## config.mk

```make
export PLATFORM = sky130hd
export DESIGN_NAME = ucitavanje_uzorka_flat
export DESIGN_NICKNAME = d
export VERILOG_FILES = /design/src/rtl/ucitavanje_uzorka_if.sv /design/src/rtl/ucitavanje_uzorka.sv /design/src/flat_wrapper.sv
export SDC_FILE = /design/constraint.sdc
export NUM_CORES = 1
export LEC_CHECK = 0
export ABC_AREA = 1
export CORE_AREA = 8 8 380 382
export DETAILED_ROUTE_END_ITERATION = 12
export DIE_AREA = 0 0 388 390
export PLACE_DENSITY = 0.52
export SYNTH_ARGS = -nofsm -noshare
export SYNTH_HDL_FRONTEND = slang
export SYNTH_SLANG_ARGS = --single-unit
```

## constraint.sdc

```tcl
create_clock -name clk -period 2.3 [get_ports clk]
set_input_delay 0.46 -clock clk [delete_from_list [all_inputs] [get_ports clk]]
set_output_delay 0.46 -clock clk [all_outputs]
set_load 0.01 [all_outputs]
```

## src/rtl/ucitavanje_uzorka_if.sv

```systemverilog
// Sample-loader bus: feature-word input handshake, assembled sample output and status.
interface ucitavanje_uzorka_if #(
  parameter int BROJ_ZNACAJKI = 60,
  parameter int SIRINA        = 16
);
  localparam int BW = $clog2(BROJ_ZNACAJKI + 1);

  logic [SIRINA-1:0]               ulaz_podatak;
  logic                            ulaz_valid;
  logic                            ulaz_spreman;
  logic                            ponisti;
  logic [BROJ_ZNACAJKI*SIRINA-1:0] uzorak;
  logic                            uzorak_valid;
  logic                            uzorak_prihvacen;
  logic [BW-1:0]                   brojac;
  logic                            greska;

  modport master (
    output ulaz_podatak, ulaz_valid, ponisti, uzorak_prihvacen,
    input  ulaz_spreman, uzorak, uzorak_valid, brojac, greska
  );

  modport slave (
    input  ulaz_podatak, ulaz_valid, ponisti, uzorak_prihvacen,
    output ulaz_spreman, uzorak, uzorak_valid, brojac, greska
  );
endinterface

```

## src/rtl/ucitavanje_uzorka.sv

```systemverilog
// Assembles BROJ_ZNACAJKI feature words into one sample vector; one word/cycle, valid the cycle after the last word.
// Holds the full sample (ulaz_spreman=0) until uzorak_prihvacen; optional UZORAK_ZASICENJE_EN zeroes negative words and flags greska.
module ucitavanje_uzorka #(
  parameter int BROJ_ZNACAJKI = 60,
  parameter int SIRINA        = 16
) (
  input  logic               clk,
  input  logic               rst_n,
  ucitavanje_uzorka_if.slave bus
);
  localparam int BW = $clog2(BROJ_ZNACAJKI + 1);
  localparam logic [BW-1:0] ZADNJI = BW'(BROJ_ZNACAJKI - 1);

  typedef enum logic {
    PUNJENJE = 1'b0,
    PUN      = 1'b1
  } stanje_t;

  stanje_t                         stanje;
  logic [BW-1:0]                   brojac_r;
  logic [BROJ_ZNACAJKI*SIRINA-1:0] uzorak_r;
  logic                            valid_r;
  logic                            spreman_r;
  logic                            prihvat;
  logic [SIRINA-1:0]               upis;

  // Abort wins over a word presented in the same cycle.
  assign prihvat = bus.ulaz_valid & spreman_r & ~bus.ponisti;

`ifdef UZORAK_ZASICENJE_EN
  logic greska_r;
  assign upis = bus.ulaz_podatak[SIRINA-1] ? '0 : bus.ulaz_podatak;

  always_ff @(posedge clk or negedge rst_n) begin
    if (!rst_n) begin
      greska_r <= 1'b0;
    end else if (prihvat && bus.ulaz_podatak[SIRINA-1]) begin
      greska_r <= 1'b1;
    end
  end

  assign bus.greska = greska_r;
`else
  assign upis       = bus.ulaz_podatak;
  assign bus.greska = 1'b0;
`endif

  always_ff @(posedge clk or negedge rst_n) begin
    if (!rst_n) begin
      stanje    <= PUNJENJE;
      brojac_r  <= '0;
      uzorak_r  <= '0;
      valid_r   <= 1'b0;
      spreman_r <= 1'b1;
    end else if (bus.ponisti) begin
      stanje    <= PUNJENJE;
      brojac_r  <= '0;
      valid_r   <= 1'b0;
      spreman_r <= 1'b1;
    end else begin
      case (stanje)
        PUNJENJE: begin
          if (prihvat) begin
            for (int k = 0; k < BROJ_ZNACAJKI; k++) begin
              if (brojac_r == BW'(k)) begin
                uzorak_r[k*SIRINA +: SIRINA] <= upis;
              end
            end
            brojac_r <= brojac_r + BW'(1);
            if (brojac_r == ZADNJI) begin
              stanje    <= PUN;
              valid_r   <= 1'b1;
              spreman_r <= 1'b0;
            end
          end
        end
        PUN: begin
          // Sample contents stay in place; the next fill overwrites slot by slot.
          if (bus.uzorak_prihvacen) begin
            stanje    <= PUNJENJE;
            brojac_r  <= '0;
            valid_r   <= 1'b0;
            spreman_r <= 1'b1;
          end
        end
        default: begin
          stanje    <= PUNJENJE;
          spreman_r <= 1'b1;
        end
      endcase
    end
  end

  assign bus.ulaz_spreman = spreman_r;
  assign bus.uzorak       = uzorak_r;
  assign bus.uzorak_valid = valid_r;
  assign bus.brojac       = brojac_r;
endmodule

```

## src/flat_wrapper.sv

```systemverilog
// flat-port wrapper written by rule: the top's interface ports become plain ports
module ucitavanje_uzorka_flat 
#(
  parameter int BROJ_ZNACAJKI = 60,
  parameter int SIRINA        = 16
)
  (clk, rst_n, bus_ulaz_podatak, bus_ulaz_valid, bus_ponisti, bus_uzorak_prihvacen, bus_ulaz_spreman, bus_uzorak, bus_uzorak_valid, bus_brojac, bus_greska);
  ucitavanje_uzorka_if #(.BROJ_ZNACAJKI(BROJ_ZNACAJKI), .SIRINA(SIRINA)) bus_i ();
  input  logic clk;
  input  logic rst_n;
  input wire logic [$bits(bus_i.ulaz_podatak)-1:0] bus_ulaz_podatak;
  input wire logic [$bits(bus_i.ulaz_valid)-1:0] bus_ulaz_valid;
  input wire logic [$bits(bus_i.ponisti)-1:0] bus_ponisti;
  input wire logic [$bits(bus_i.uzorak_prihvacen)-1:0] bus_uzorak_prihvacen;
  output wire logic [$bits(bus_i.ulaz_spreman)-1:0] bus_ulaz_spreman;
  output wire logic [$bits(bus_i.uzorak)-1:0] bus_uzorak;
  output wire logic [$bits(bus_i.uzorak_valid)-1:0] bus_uzorak_valid;
  output wire logic [$bits(bus_i.brojac)-1:0] bus_brojac;
  output wire logic [$bits(bus_i.greska)-1:0] bus_greska;
  assign bus_i.ulaz_podatak = bus_ulaz_podatak;
  assign bus_i.ulaz_valid = bus_ulaz_valid;
  assign bus_i.ponisti = bus_ponisti;
  assign bus_i.uzorak_prihvacen = bus_uzorak_prihvacen;
  assign bus_ulaz_spreman = bus_i.ulaz_spreman;
  assign bus_uzorak = bus_i.uzorak;
  assign bus_uzorak_valid = bus_i.uzorak_valid;
  assign bus_brojac = bus_i.brojac;
  assign bus_greska = bus_i.greska;
  ucitavanje_uzorka #(.BROJ_ZNACAJKI(BROJ_ZNACAJKI), .SIRINA(SIRINA)) u_core (.clk(clk), .rst_n(rst_n), .bus(bus_i));
endmodule
```

## Yosys cells after proc, flatten, opt, wreduce, memory -nomap -nowiden

Index checks and enable logic that the tools add are counted.

- Word-level logic and storage cells: 213
- Register bits after elaboration: 969

- Bitwise operators: 4
- Reductions and logical operators: 63
- Mux-type cells: 19
- Equal/unequal tests: 62
- Add/sub/neg operators: 1

Operators by type and width:

| operator | count |
|---|---|
| AND reduction 4 bit | 60 |
| equality test 6 bit (second input constant) | 28 |
| equality test 6 x 5 -> 1 bit (second input constant) | 16 |
| equality test 6 x 4 -> 1 bit (second input constant) | 8 |
| equality test 6 x 3 -> 1 bit (second input constant) | 4 |
| 2-to-1 mux 6 bit | 3 |
| equality test 6 x 2 -> 1 bit (second input constant) | 2 |
| 2-to-1 mux 1 bit | 12 |
| case mux 6 bit (2 select lines) | 1 |
| adder 6 x 1 -> 6 bit (second input constant) | 1 |
| equality test 6 x 1 -> 1 bit (second input constant) | 1 |
| logical NOT 6 bit | 1 |
| inequality test 3 x 2 -> 1 bit (second input constant) | 2 |
| case mux 1 bit (2 select lines) | 3 |
| inequality test 3 bit (second input constant) | 1 |
| AND reduction 3 bit | 1 |
| bitwise AND 1 bit | 2 |
| NOT 1 bit | 2 |
| AND reduction 2 bit | 1 |

## Longest topological paths before layout

Gate-level depths: netlist of run 1.

- Depth after elaboration: 5
- Mapped depth: 9
- Mapped depth without buffers: 7

## Worst setup path before layout of run 1

OpenSTA, ideal clock, no wires.

- Kind: reg-to-reg
- From: register u_core.brojac_r[0], in the netlist u_core.bus.brojac[0]
- To: register u_core.uzorak_r[138], in the netlist u_core.bus.uzorak[138]
- Library setup time: 0.137 ns
- Data arrival time: 1.681 ns
- Cell stages (with the launch flop): 7
- Period minus slack after synthesis: 1.818 ns
- Path slack: 0.482 ns
- Cells stage by stage: dfrtp_1 inv_1 ha_1 nand3_2 nor2_2 buf_2 a21oi_1

- Word-level cells in the longest chain between the ends: 2

RTL lines:

| item | RTL line | text |
|---|---|---|
| start: declaration | ucitavanje_uzorka.sv:20 | `logic [BW-1:0] brojac_r;` |
| start signal: assignment | ucitavanje_uzorka.sv:69 | `brojac_r <= brojac_r + BW'(1);` |
| equality test 6 x 4 -> 1 bit | ucitavanje_uzorka.sv:65 | `if (brojac_r == BW'(k)) begin` |
| AND reduction 4 bit (no line) | -- |  |
| end signal: indexed assignment | ucitavanje_uzorka.sv:66 | `uzorak_r[k*SIRINA +: SIRINA] <= upis;` |
| end: declaration | ucitavanje_uzorka.sv:21 | `logic [BROJ_ZNACAJKI*SIRINA-1:0] uzorak_r;` |

No other way between the ends.
A chain may end at the register's enable or synchronous reset.

## Worst setup path after layout of run 1

- From: register u_core.spreman_r, in the netlist u_core.bus.ulaz_spreman
- To: register u_core.uzorak_r[297], in the netlist u_core.bus.uzorak[297]

- Word-level cells in the longest chain between the ends: 3

RTL lines:

| item | RTL line | text |
|---|---|---|
| start: declaration | ucitavanje_uzorka.sv:23 | `logic spreman_r;` |
| start signal: assignment | ucitavanje_uzorka.sv:54 | `spreman_r <= 1'b1;` |
| start signal: assignment | ucitavanje_uzorka.sv:59 | `spreman_r <= 1'b1;` |
| start signal: assignment | ucitavanje_uzorka.sv:73 | `spreman_r <= 1'b0;` |
| bitwise AND 1 bit (2 in series) | ucitavanje_uzorka.sv:28 | `assign prihvat = bus.ulaz_valid & spreman_r & ~bus.ponisti;` |
| AND reduction 4 bit (no line) | -- |  |

No other way between the ends.

==> impl_metrics.ini, run 1 <==
[outcome]
outcome = finished clean

[timing]
skew_ps = 34.90
setup_violations = 0
relSlewSlack_pct = 39.74
layout_min_cycle_time_ps = 2201
hold_viol = 0
drv_slew = 0
period_share_pct = 95.69
worstMarginPinSlew_ps = 898.4
fmax_mhz = 454.4
rsz0062_at_grt = false

[logic_synthesis]
synth_top_cell_area_share_pct = 65.04
synth_cells = 3896
synth_fp_nets = 3921
ys_seq_area_share_pct = 65.11
yosysTopAreaCell = dfrtp_1
netlist_area_sq_mm = 0.03725
synthTopCellsByArea = dfrtp_1 65%, nand2_1 13%, o21ai_0 8.8%
synth_top_family_by_area = simple AND/OR/NAND/NOR gates
muxShareOfSynthArea_pct = 0
synth_cell_type_count = 29
synth_fa_ha_area_share_pct = 0.1344
yosysWarnings = 0
synth_compound_area_share_pct = 13.01
synth_simple_gate_area_share_pct = 17.35
ys_ff_latch = 969
syn_area_per_cell_sq_um = 9.560
synth_xor_area_share_pct = 0

[global_routing]
grt_use_met1_pct = 26.27
use_met3_pct = 6.020
grtUsageMet2_pct = 35.88
grt_usage_pct = 21.48
grt.busiest_layer = met2
grt_max_degree = 104
first_global_vias = 31430
grt_pass1_wl_microns = 239900
overflow = 0
grt_antenna_before_repair = 8

[place]
port_buffers = 988
dpl.hpwl_microns = 117800
place_congestion = 0.8186

[layout]
layout-drive-gt1-share_pct = 10.00
final_nets = 4917
area.growth.synth_to_final_pct = 46.04
register_area_sq_mm = 0.02425
multi_input_area_sq_mm = 0.01137
final_util_pct = 39.27
fill_cells = 13710

[setup_path]
critPathArrivalTime_ps = 2760
critPathKind = reg2reg
worst_ep_required_time_ps = 2860
cp_max_fo = 45
startpoint_type = register
end_kind = register

[route]
post_drt_via_cell_ratio = 4.640
postRouteAntennaNets = 0
drt_iter0_drc = 2279
wire_per_inst_microns = 24.96
drt_pass1_iterations = 5
drt-total-wl_microns = 169400
vias = 31490
route.detailed.drc = 0

[floorplan]
rows = 137
boundaryPins = 990
chipWidth_microns = 388
die_y_microns = 390
start_util_pct = 26.89
dieArea_sq_mm = 0.1513
core_sq_mm = 0.1385

[power]
switching_share_pct = 25.03
p_int_mw = 29.54
power.density_mw_per_mm2 = 724.5
pwr-share-seq_pct = 45.3
switching_power_mw = 9.866
total_power_mw = 39.41
ir_drop_mv = 0.6664
p_leak_nw = 26.55
power_frac_comb_pct = 8.7
clkPwrFrac_pct = 46.0

[clocking]
clock-root-buffer = clkbuf_16
h-tree-depth = 3
worstSkewPairLatency_ps = 700
cts_buffer_depth = 3
clk_pin_slew_ps = 70
cts_tree = yes
cts_sinks = 969
cts_buffers = 106

[hold_path]
hold_path.class = in2reg

[flow_run]
cap_violations = 0
state kept, by name (all words and copies together), names as in the netlist:
register and cells:
u_core.bus.uzorak 960, u_core.stanje 1, u_core.bus.uzorak_valid 1, u_core.bus.brojac 6
u_core.bus.ulaz_spreman 1
layout make-up:
class / count / area share (%)
Antenna cell: 2 / 0.009201
Clock buffer: 157 / 5.783
Clock inverter: 38 / 1.058
Inverter: 42 / 0.2944
Multi-Input combinational cell: 2560 / 20.90
Sequential cell: 969 / 44.59
Tap cell: 1807 / 4.157
Timing Repair Buffer: 1213 / 23.21
synth_stat cells:
master    count
nand4_1       3
nor2_2       23
nand2_1    1248
a21oi_1     259
nor2_8       15
nand2_4       1
clkinv_1     16
o21ai_1      56
nor3_1        1
dfstp_2       1
nor2_4       10
inv_1        16
dfrtp_1     968
buf_12        2
conb_1        1
inv_2         9
buf_2        68
o21ai_0     653
buf_6         3
nand2_2       8
nand3_2       3
buf_4        31
nand3_1       3
buf_1         2
nand3_4       5
inv_4         1
ha_1          4
nor2_1      267
clkbuf_1    219
worst max-delay path, cell delays in order (launching register included):
cell and delay [ps]:
dfstp_2 550, nand2_1 90, nor2_2 160, nand4_1 250, buf_12 240, buf_12 160
buf_4 270, o21ai_0 220, nand2_1 70
metrics by stage:
step | hold WS [ps] | TNS (ps) | cells | instance area [sq um] | setup WS [ps]
6_report | 130.2 | 0 | 6788 | 54390 | 99.19
5_1_grt | 90.16 | 0 | 6786 | 54390 | 4.139
4_1_cts | 52.31 | 0 | 6784 | 54360 | 1.695
3_5_place_dp | 333.0 | -48510 | 6588 | 50640 | -278.4
3_3_place_gp | 321.3 | -40520 | 6588 | 50640 | -233.4
2_1_floorplan | 164.4 | 0 | 3896 | 37250 | 481.7
cell usage in the layout (no fill, tap or decap), types with 22 or more instances in the layout:
cell	Yosys	layout
o21ai_0	653	649
nand2_1	1248	1248
buf_4	31	133
clkdlybuf4s50_1	0	956
nor2_1	267	264
clkbuf_1	219	22
buf_12	2	91
o21ai_1	56	60
a21oi_1	259	259
clkbuf_8	0	28
nor2_2	23	26
clkbuf_16	0	107
dfrtp_1	968	965
final timing paths:
| check | slack, ps | end | cells past startpoint | start |
|---|---|---|---|---|
| min | 130 | u_core.bus.uzorak[590]$_DFFE_PN0P_ | 3 | bus_ulaz_podatak[14] |
| max in group asynchronous | 1130 | u_core.bus.uzorak[346]$_DFFE_PN0P_ | 4 | rst_n |
| min reg2reg | 480 | u_core.bus.uzorak[799]$_DFFE_PN0P_ | 2 | u_core.bus.uzorak[799]$_DFFE_PN0P_ |
| max reg2reg | 100 | u_core.bus.uzorak[297]$_DFFE_PN0P_ | 8 | u_core.bus.ulaz_spreman$_DFFE_PN1P_ |
| max | 100 | u_core.bus.uzorak[297]$_DFFE_PN0P_ | 8 | u_core.bus.ulaz_spreman$_DFFE_PN1P_ |
| min in group asynchronous | 170 | u_core.bus.uzorak[420]$_DFFE_PN0P_ | 2 | rst_n |
logic make-up after synthesis:
logic type	Yosys count
compound gates	968
fa+ha+maj	4
other cells	1
buf+inv	367
simple gates	1587
flops	969
layer usage:
metal / routed length, microns / share of wire, %
met1: 68640 / 41
met2: 81000 / 48
met3: 12830 / 7.6
met4: 6906 / 4.1
met5: 22 / 0.013
what timing repair did:
item | 4_1_cts | 5_1_grt
setup buffers | 0 | 2
endpoints found under the setup margin | 17 | 15
hold buffers | 1 | 0
resized for setup | 18 | 4
endpoints found under the hold margin | 339 | 0
pin swaps | 0 | 2
power by group through the flow:
stage	Combinational (mW)	Clock (mW)	Sequential, mW
4_1_cts	3.50	18.6	17.9
2_1_floorplan	0.766	0	18.4
5_1_grt	3.66	19.1	17.9
3_5_place_dp	3.49	0	18.2
6_report	3.42	18.1	17.9
3_3_place_gp	3.48	0	18.1
(Power assumes the default switching activity.)
==> run 2: changes to the inputs <==
--- a/config.mk
+++ b/config.mk
@@ -9,6 +9,7 @@
 export CORE_AREA = 8 8 380 382
 export DETAILED_ROUTE_END_ITERATION = 12
 export DIE_AREA = 0 0 388 390
+export GPL_ROUTABILITY_DRIVEN = 0
 export PLACE_DENSITY = 0.52
 export SYNTH_ARGS = -nofsm -noshare
 export SYNTH_HDL_FRONTEND = slang
==> results of run 2 <==
The final DEF is identical to that of run 1; final timing and power are the same.
==> run 3: changes to the inputs <==
--- a/config.mk
+++ b/config.mk
@@ -14,3 +14,4 @@
 export SYNTH_ARGS = -nofsm -noshare
 export SYNTH_HDL_FRONTEND = slang
 export SYNTH_SLANG_ARGS = --single-unit
+export TNS_END_PERCENT = 5
==> impl_metrics.ini, run 3 (synthesis gave the netlist of run 1 again) <==
[timing]
relSlewSlack_pct = 40.53
finalSetupTns_ps = 0
drv_slew = 0
skew_ps = 37.80
fmax_mhz = 454.3
period_share_pct = 95.70
worstMarginPinSlew_ps = 886.6
layout_min_cycle_time_ps = 2201
hold_viol = 0
rsz0062_at_grt = true
hold_ws_ps = 129.9
setup_violations = 0

[power]
p_leak_nw = 26.55
power.density_mw_per_mm2 = 724.6
ir_drop_mv = 0.6652
total_power_mw = 39.42

[setup_path]
rrSetupSlack_ps = 120
end_kind = primary output
cp_max_fo = 2
slowest_stage = clkdlybuf4s50_1
slowest_delay_ps = 590
worst-path-stages = 1
crit_buf_inv = 1
critPathKind = reg2out
startpoint_type = register
crit_family = buffers and inverters
crit_chain = clkdlybuf4s50_1
reg2reg_depth = 8
critPathArrivalTime_ps = 1740
worst_ep_required_time_ps = 1840

[global_routing]
overflow = 0
first_global_vias = 31430
grt_usage_pct = 21.48
grt_max_degree = 104
grt_pass1_wl_microns = 239900
grt_antenna_before_repair = 8

[route]
vias = 31600
route.detailed.drc = 0
drt_pass1_iterations = 5
drt-total-wl_microns = 169300
wire_per_inst_microns = 24.94
post_drt_via_cell_ratio = 4.654
drt_iter0_drc = 2331
postRouteAntennaNets = 0

[clocking]
cts_buffer_depth = 3
worstSkewPairLatency_ps = 710
cts_buffers = 106
clk_pin_slew_ps = 60
cts_sinks = 969
clock-root-buffer = clkbuf_16
h-tree-depth = 3
cts_tree = yes

[layout]
final_common_cell = nand2_1
final_util_pct = 39.27
fill_cells = 13710
area.growth.synth_to_final_pct = 46.05
final_nets = 4917
layoutNonFillerInstCount = 6789
layout-drive-gt1-share_pct = 10.00
mostFrequentLayoutCells = 1248 x nand2_1, 965 x dfrtp_1, 956 x clkdlybuf4s50_1
largest_register_ffs = 960

[hold_path]
min_delay_path_depth = 3
hold_path.class = in2reg

[floorplan]
core_sq_mm = 0.1385
dieArea_sq_mm = 0.1513
rows = 137
start_util_pct = 26.89
die_y_microns = 390
chipWidth_microns = 388
boundaryPins = 990

[place]
placed_cells_incl_taps = 6588
port_buffers = 988
dpl.hpwl_microns = 117800

[outcome]
outcome = finished clean

[flow_run]
cap_violations = 0
[run 3: area by class of cell]
cell class,instances,area [sq um],area share [%]
diodes,3,7.507,0.01380
clock buffers,157,3146,5.783
clock inverters,38,575.6,1.058
inverters,42,160.2,0.2944
multi-input cells,2560,11370,20.90
flip-flops and latches,969,24250,44.59
well taps,1807,2261,4.156
repair buffers,1213,12630,23.21
[run 3: metrics by stage]
| step | setup slack, ps | cell area, sq um |
|---|---|---|
| after floorplan | 481.7 | 37250 |
| after global placement | -233.4 | 50640 |
| after detailed placement | -278.4 | 50640 |
| after CTS | 1.695 | 54360 |
| after global routing | -40.77 | 54390 |
| final | 98.79 | 54400 |
[run 3: final timing paths]
kind                                                      from                            endpoint
max                         u_core.bus.uzorak[724]$_DFFE_PN0P_                     bus_uzorak[724]
max reg2reg                u_core.bus.ulaz_spreman$_DFFE_PN1P_  u_core.bus.uzorak[296]$_DFFE_PN0P_
max in group asynchronous                                rst_n  u_core.bus.uzorak[346]$_DFFE_PN0P_
min in group asynchronous                                rst_n  u_core.bus.uzorak[420]$_DFFE_PN0P_
min reg2reg                 u_core.bus.uzorak[799]$_DFFE_PN0P_  u_core.bus.uzorak[799]$_DFFE_PN0P_
min                                       bus_ulaz_podatak[14]  u_core.bus.uzorak[590]$_DFFE_PN0P_
[run 3: repair_timing]
item | CTS | global route
hold buffers | 1 | 0
hold endpoints to repair | 339 | 0
buffers inserted | 0 | 2
pin swaps | 0 | 1
resized for setup | 18 | 1
endpoints found under the setup margin | 17 | 15
[run 3: power by group]
group,total [mW],switching [mW],internal (mW)
clock network,18.1,7.50,10.6
registers,17.9,0.289,17.6
logic,3.42,2.08,1.34
total,39.4,9.88,29.5
[run 3: routing by layer]
metal  part of all wire (%)  track usage [%]  up-vias
li1                       -                -    14560
met1                     40            26.27    15570
met2                     48            35.88     1194
met3                    7.9            6.020      272
met4                    4.1            8.619        4
met5                  0.013                0        -
[run 3: worst min-delay path, stage by stage]
cell     delay, ps
buf_2          200
nand2_1        100
nand2_1         50
